`src/rtl/sb_clk_ce_manager.sv`:
```
// Fabric clock conditioning: qualifies the CCC PLL lock (2-flop synchroniser
// plus a consecutive-high filter), sequences the fabric reset release from the
// qualified lock, and produces NUM_CH programmable clock-enable strobes on GL0.

// One clock-enable channel: shadow divide, period counter and a pending load
// that is held back until the period boundary so no period is ever cut short
// or stretched.
module sb_clk_ce_chan #(
  parameter int DIV_W = 8
) (
  input  logic             clk,
  input  logic             rst_n,
  input  logic             active,
  input  logic             load,
  input  logic [DIV_W-1:0] load_val,
  output logic             ce
);

  logic [DIV_W-1:0] sh_q, sh_d;
  logic [DIV_W-1:0] cnt_q, cnt_d;
  logic [DIV_W-1:0] pend_q, pend_d;
  logic             pend_vld_q, pend_vld_d;
  logic             wrap;

  assign wrap = (cnt_q == sh_q);

  // Strobe is a pure decode of registered state plus the enable qualifier.
  assign ce = active & wrap;

  // Counter and shadow/pending update.
  always_comb begin
    cnt_d      = '0;
    sh_d       = sh_q;
    pend_d     = pend_q;
    pend_vld_d = pend_vld_q;
    if (!active) begin
      // Idle channel: a load (or a still-pending one) lands immediately.
      if (load) begin
        sh_d       = load_val;
        pend_vld_d = 1'b0;
      end else if (pend_vld_q) begin
        sh_d       = pend_q;
        pend_vld_d = 1'b0;
      end
    end else if (wrap) begin
      // Period boundary: a coincident load beats any older pending value.
      cnt_d = '0;
      if (load) begin
        sh_d = load_val;
      end else if (pend_vld_q) begin
        sh_d = pend_q;
      end
      pend_vld_d = 1'b0;
    end else begin
      cnt_d = cnt_q + 1'b1;
      if (load) begin
        // Later loads overwrite an untransferred one.
        pend_d     = load_val;
        pend_vld_d = 1'b1;
      end
    end
  end

  // Channel state registers.
  always_ff @(posedge clk or negedge rst_n) begin
    if (!rst_n) begin
      sh_q       <= '0;
      cnt_q      <= '0;
      pend_q     <= '0;
      pend_vld_q <= 1'b0;
    end else begin
      sh_q       <= sh_d;
      cnt_q      <= cnt_d;
      pend_q     <= pend_d;
      pend_vld_q <= pend_vld_d;
    end
  end

endmodule

module sb_clk_ce_manager #(
  parameter int NUM_CH    = 4,
  parameter int DIV_W     = 8,
  parameter int LOCK_FILT = 16,
  parameter int RST_DLY   = 8
) (
  input  logic                    CLK,
  input  logic                    RESET_N,
  input  logic                    PLL_LOCK,
  input  logic [NUM_CH*DIV_W-1:0] DIV_VAL,
  input  logic [NUM_CH-1:0]       DIV_LOAD,
  input  logic [NUM_CH-1:0]       CH_EN,
  input  logic                    LOCK_LOST_CLR,
  output logic [NUM_CH-1:0]       CE,
  output logic                    LOCK_OK,
  output logic                    FAB_RESET_N,
  output logic                    LOCK_LOST,
  output logic [1:0]              STATE
);

  localparam int FW = $clog2(LOCK_FILT + 1);
  localparam int HW = $clog2(RST_DLY + 1);

  typedef enum logic [1:0] {
    S_WAIT = 2'd0,
    S_HOLD = 2'd1,
    S_RUN  = 2'd2
  } state_t;

  logic [1:0]    sync_q, sync_d;
  logic          lock_s;
  logic [FW-1:0] filt_q, filt_d;
  logic          lock_ok_q, lock_ok_d;
  state_t        state_q, state_d;
  logic [HW-1:0] hold_q, hold_d;
  logic          fab_q, fab_d;
  logic          lost_q, lost_d;
  logic          run_w;

  // Two-flop synchroniser for the raw, asynchronous PLL lock.
  always_comb begin
    sync_d = {sync_q[0], PLL_LOCK};
  end

  assign lock_s = sync_q[1];

  // Stability filter: count consecutive synced-high cycles, saturate, and
  // drop immediately on any low cycle (no hysteresis on loss).
  always_comb begin
    filt_d = filt_q;
    if (!lock_s) begin
      filt_d = '0;
    end else if (filt_q != FW'(LOCK_FILT)) begin
      filt_d = filt_q + 1'b1;
    end
    lock_ok_d = lock_s && (filt_q == FW'(LOCK_FILT));
  end

  // Reset sequencer next-state. Entry into RST_HOLD follows the registered
  // LOCK_OK; loss uses the next LOCK_OK value so the fabric reset, the CE
  // shutdown and LOCK_LOST land on the same edge that clears LOCK_OK.
  always_comb begin
    state_d = state_q;
    hold_d  = hold_q;
    fab_d   = fab_q;
    lost_d  = lost_q & ~LOCK_LOST_CLR;
    case (state_q)
      S_WAIT: begin
        fab_d = 1'b0;
        if (lock_ok_q) begin
          state_d = S_HOLD;
          hold_d  = '0;
        end
      end
      S_HOLD: begin
        fab_d = 1'b0;
        if (!lock_ok_d) begin
          state_d = S_WAIT;
        end else if (hold_q == HW'(RST_DLY - 1)) begin
          state_d = S_RUN;
          fab_d   = 1'b1;
        end else begin
          hold_d = hold_q + 1'b1;
        end
      end
      S_RUN: begin
        fab_d = 1'b1;
        if (!lock_ok_d) begin
          state_d = S_WAIT;
          fab_d   = 1'b0;
          lost_d  = 1'b1;   // set beats a coincident clear
        end
      end
      default: begin
        state_d = S_WAIT;
        fab_d   = 1'b0;
      end
    endcase
  end

  // Lock qualification and reset sequencer registers.
  always_ff @(posedge CLK or negedge RESET_N) begin
    if (!RESET_N) begin
      sync_q    <= '0;
      filt_q    <= '0;
      lock_ok_q <= 1'b0;
      state_q   <= S_WAIT;
      hold_q    <= '0;
      fab_q     <= 1'b0;
      lost_q    <= 1'b0;
    end else begin
      sync_q    <= sync_d;
      filt_q    <= filt_d;
      lock_ok_q <= lock_ok_d;
      state_q   <= state_d;
      hold_q    <= hold_d;
      fab_q     <= fab_d;
      lost_q    <= lost_d;
    end
  end

  assign run_w       = (state_q == S_RUN);
  assign LOCK_OK     = lock_ok_q;
  assign FAB_RESET_N = fab_q;
  assign LOCK_LOST   = lost_q;
  assign STATE       = state_q;

  // Channels share RUN state, so channels enabled beforehand start in phase.
  for (genvar i = 0; i < NUM_CH; i++) begin : g_ch
    sb_clk_ce_chan #(.DIV_W(DIV_W)) u_ch (
      .clk      (CLK),
      .rst_n    (RESET_N),
      .active   (run_w & CH_EN[i]),
      .load     (DIV_LOAD[i]),
      .load_val (DIV_VAL[i*DIV_W +: DIV_W]),
      .ce       (CE[i])
    );
  end

endmodule

```
`config.mk`:
```
export PLATFORM = sky130hd
export DESIGN_NAME = sb_clk_ce_manager
export DESIGN_NICKNAME = d
export VERILOG_FILES = /design/src/rtl/sb_clk_ce_manager.sv
export SDC_FILE = /design/constraint.sdc
export NUM_CORES = 1
export LEC_CHECK = 0
export CAP_MARGIN = 20
export CORE_MARGIN = 3
export CORE_UTILIZATION = 50
export CTS_BUF_LIST = sky130_fd_sc_hd__clkbuf_4
export CTS_CLUSTER_DIAMETER = 40
export DETAILED_ROUTE_END_ITERATION = 10
export DONT_BUFFER_PORTS = 1
export GPL_TIMING_DRIVEN = 1
export PLACE_DENSITY_LB_ADDON = 0.3
export RECOVER_POWER = 100
export SKIP_LAST_GASP = 1
export SYNTH_ARGS = -nofsm -noshare
export SYNTH_HDL_FRONTEND = slang
export SYNTH_SLANG_ARGS = --single-unit
```
`constraint.sdc`:
```
create_clock -name CLK -period 2.3 [get_ports CLK]
set_input_delay 0.46 -clock CLK [delete_from_list [all_inputs] [get_ports CLK]]
set_output_delay 0.46 -clock CLK [all_outputs]
set_load 0.005 [all_outputs]
```
==> results.md <==
- CTS Hold Buffers Added: 3
- Crit share post-route: 96.1%
- Clock period minus worst slack: 2210 ps
- Asr flop ratio synth: 100%
- Tot Pwr: 3.71 mW
- Wire per inst: 17.0 um
- Syn_nets: 621
- Non-filler cells, final: 738
- Synth Flop Type: dfrtp_1
- Die height: 116 um
- Register area share after synthesis: 47.6%
- Mapped Area: 0.00610 mm2
- Failing checks: hold timing
- Register Area: 0.00291 mm2
- Most common cell in the netlist: dfrtp_1
- Port buffer count: 0
- Rows: 39
- First-pass GRT wire length: 21.1 mm
- Critical-path top delay cell: dfrtp_2
- Ys Warns: 0
- CP peak stage delay: 460 ps
- Worst Hold Class: in2async
- Clock Pin Slew Worst Setup and Hold Paths: 100 ps
- Grt ovf: 0
- Placed insts: 688
- Worst setup EP type: primary output
- Number of global-route vias before repair: 4,379
- Starting DRT DRC Count: 183
- CTS tree: yes
- Antenna-violating nets left: 0
- Ranking of synthesized cells by area: dfrtp_1 48%, xnor2_1 5.6%, mux2_2 4.6%
- Clock root buffer: clkbuf_4
- Final clock skew: 18.1 ps
- Layout cell share with drive strength beyond 1: 14.6%
- EDFF count, synth: 0
- IO Pins: 53
- Commonest cells post-synth: 116 x dfrtp_1, 43 x nand2_1, 41 x nor2_1, 39 x xnor2_1, 34 x a21oi_1
- Arrival time worst endpoint: 1750 ps
- Top-area cell type share of the netlist area: 47.6%
- Setup TNS: 0 ps
- Drc violations: 0
- CP Max Fanout: 11
- Final setup viols: 0
- Diode count: 0
- Nets@finish: 639
- Clk_lat worst skew: 550 ps
- Initial antenna violation count: 0
- Vias: 4,357
- Worst Path Required: 1840 ps
- Full die area: 0.0136 mm2
- Max_cap viols: 0
- Fmax: 453 MHz
- Least-Margin Pin Slew: 625 ps
- Maximum vdd drop: 0.000335 V
- Post-DR vias/cell: 5.90
- Cts bufs inserted: 17
- Wirelength, routed: 12.5 mm
- Clk buf depth: 2
- Avg Inst Size Synth: 10.8 um2
- CP Launch Type: flop
- Status: finished, violations left
- Area delta synth->final: 6.85%
- Gate Count Post-Synth: 566
- H-Tree Depth: 4
- Largest net degree at the start of global routing: 117
- Drt first pass iters: 5
- Hpwl dp: 8.57 mm
- Total GRT Usage: 20.0%
- Slack of the critical path: 90.4 ps
- Static leakage: 2.93 nW
- Chip Width: 116 um
- Yosys reg bits: 116
- Pwr dens: 570 mW/mm2
- Final Hold Fails: 116
- Cell taking the most area after synthesis: dfrtp_1
- CP cell instances: xnor2_1, nand4_1, buf_6, nor3_4
- Crit path kind: reg2out
- Clk sinks: 116
- Final hold slack: -402 ps
- Fill count: 1,001
- Initial core utilization: 52.3%
- Netlist cell types: 36
- Core area: 0.0117 mm2
- Slew Limit Fails: 0
- Worst slack, placed: 337 ps
- Max-Slew Margin vs Limit: 58.2%
- Global placer's final weighted congestion: 0.785
- Multi-input gate area: 0.00296 mm2
metrics by stage:
stage,util [%],area [um2],hold slack (ps)
floorplan,-,6100,164
global placement,53.4,6220,168
detailed placement,53.4,6220,167
CTS,56.0,6530,-457
global route,55.9,6520,-468
finish,55.9,6520,-402
final timing paths:
check	startpoint	endpoint	slack, ps	cells past startpoint
max	g_ch[3].u_ch.cnt_q[0]$_DFF_PN0_	CE[3]	90	4
min	RESET_N	hold_q[2]$_DFFE_PN0P_	-400	0
max reg2reg	g_ch[3].u_ch.sh_q[4]$_DFFE_PN0P_	g_ch[3].u_ch.sh_q[7]$_DFFE_PN0P_	240	7
min reg2reg	sync_q[0]$_DFF_PN0_	sync_q[1]$_DFF_PN0_	360	0
max in group asynchronous	RESET_N	g_ch[3].u_ch.cnt_q[2]$_DFF_PN0_	2520	0
min in group CLK	DIV_VAL[25]	g_ch[3].u_ch.pend_q[1]$_DFFE_PN0P_	40	1
state kept, by name (all words and copies together) (netlist names):
| register | cells |
|---|---|
| LOCK_LOST | 1 |
| filt_q | 5 |
| FAB_RESET_N | 1 |
| STATE | 2 |
| g_ch.u_ch.cnt_q | 32 |
| sync_q | 2 |
| g_ch.u_ch.sh_q | 32 |
| hold_q | 4 |
| g_ch.u_ch.pend_vld_q | 4 |
| g_ch.u_ch.pend_q | 32 |
| LOCK_OK | 1 |
power breakdown:
| part | internal, mW | total [mW] | switching, mW |
|---|---|---|---|
| Combinational | 0.164 | 0.377 | 0.213 |
| Sequential | 2.10 | 2.18 | 0.0732 |
| Clock | 0.421 | 1.16 | 0.737 |
layer usage:
layer  share of wire [%]  up-vias  global-route usage, %
li1                    -     2098                      -
met2                  47       98                   30.6
met4                 2.7        0                   10.3
met5                   0        -                      0
met3                 5.5       27                   6.63
met1                  45     2134                   25.4
final cells by class:
class | instances | share of cell area, %
Clock buffer | 20 | 2.30
Clock inverter | 10 | 0.672
Inverter | 7 | 0.403
Multi-Input combinational cell | 408 | 45.5
Sequential cell | 116 | 44.6
Tap cell | 143 | 2.75
Timing Repair Buffer | 34 | 3.82
cell usage in the layout, fill, tap and decap left out, types with 2 or more instances in the layout:
cell             n
o211ai_1        32
nor2_1          41
mux2_1           8
o21bai_1         3
clkinv_2         5
and2_0           4
nand3_1         26
nor3_2           3
a21oi_1         34
mux2_2          25
xor2_1          21
dfrtp_1        114
nand4_1         10
o2111ai_1       32
xnor2_1         39
clkinv_1         5
o21ba_1          3
clkbuf_4        22
and3b_1         32
inv_1            6
o21ai_0          8
buf_4           19
and3_1           9
nand2_1         42
and2_1           4
mux2i_1          5
o2111ai_2        3
dlygate4sd3_1    3
ha_1            10
dfrtp_2          2
clkbuf_1         8
nor2b_1          2
critical path: cells and delay by family (launching register included):
kind / cells / cell delay [ps]
simple gates: 2 / 370
xor+xnor: 1 / 170
buf+inv: 1 / 190
flops: 1 / 460
what timing repair did:
action                                  CTS  global route
endpoints found under the setup margin    4             3
setup buffers                             6            11
hold endpoints to repair                119           116
gates cloned                              0             0
pin swaps                                 4             3
gates resized for setup                   6             5
kinds of logic (layout without fill, tap and decap cells):
family,count (synthesis),after routing,share of synthesized area (%)
and+or+nand+nor,179,179,15.7
xor gates and xnor gates,60,60,8.62
adders and majority gates,11,11,2.26
buffers and inverters,42,71,3.26
muxes,38,38,7.41
AOI/OAI and AO/OA,120,120,15.2
DFF,116,116,47.6
Note: power is estimated with default switching activity, not from simulation.
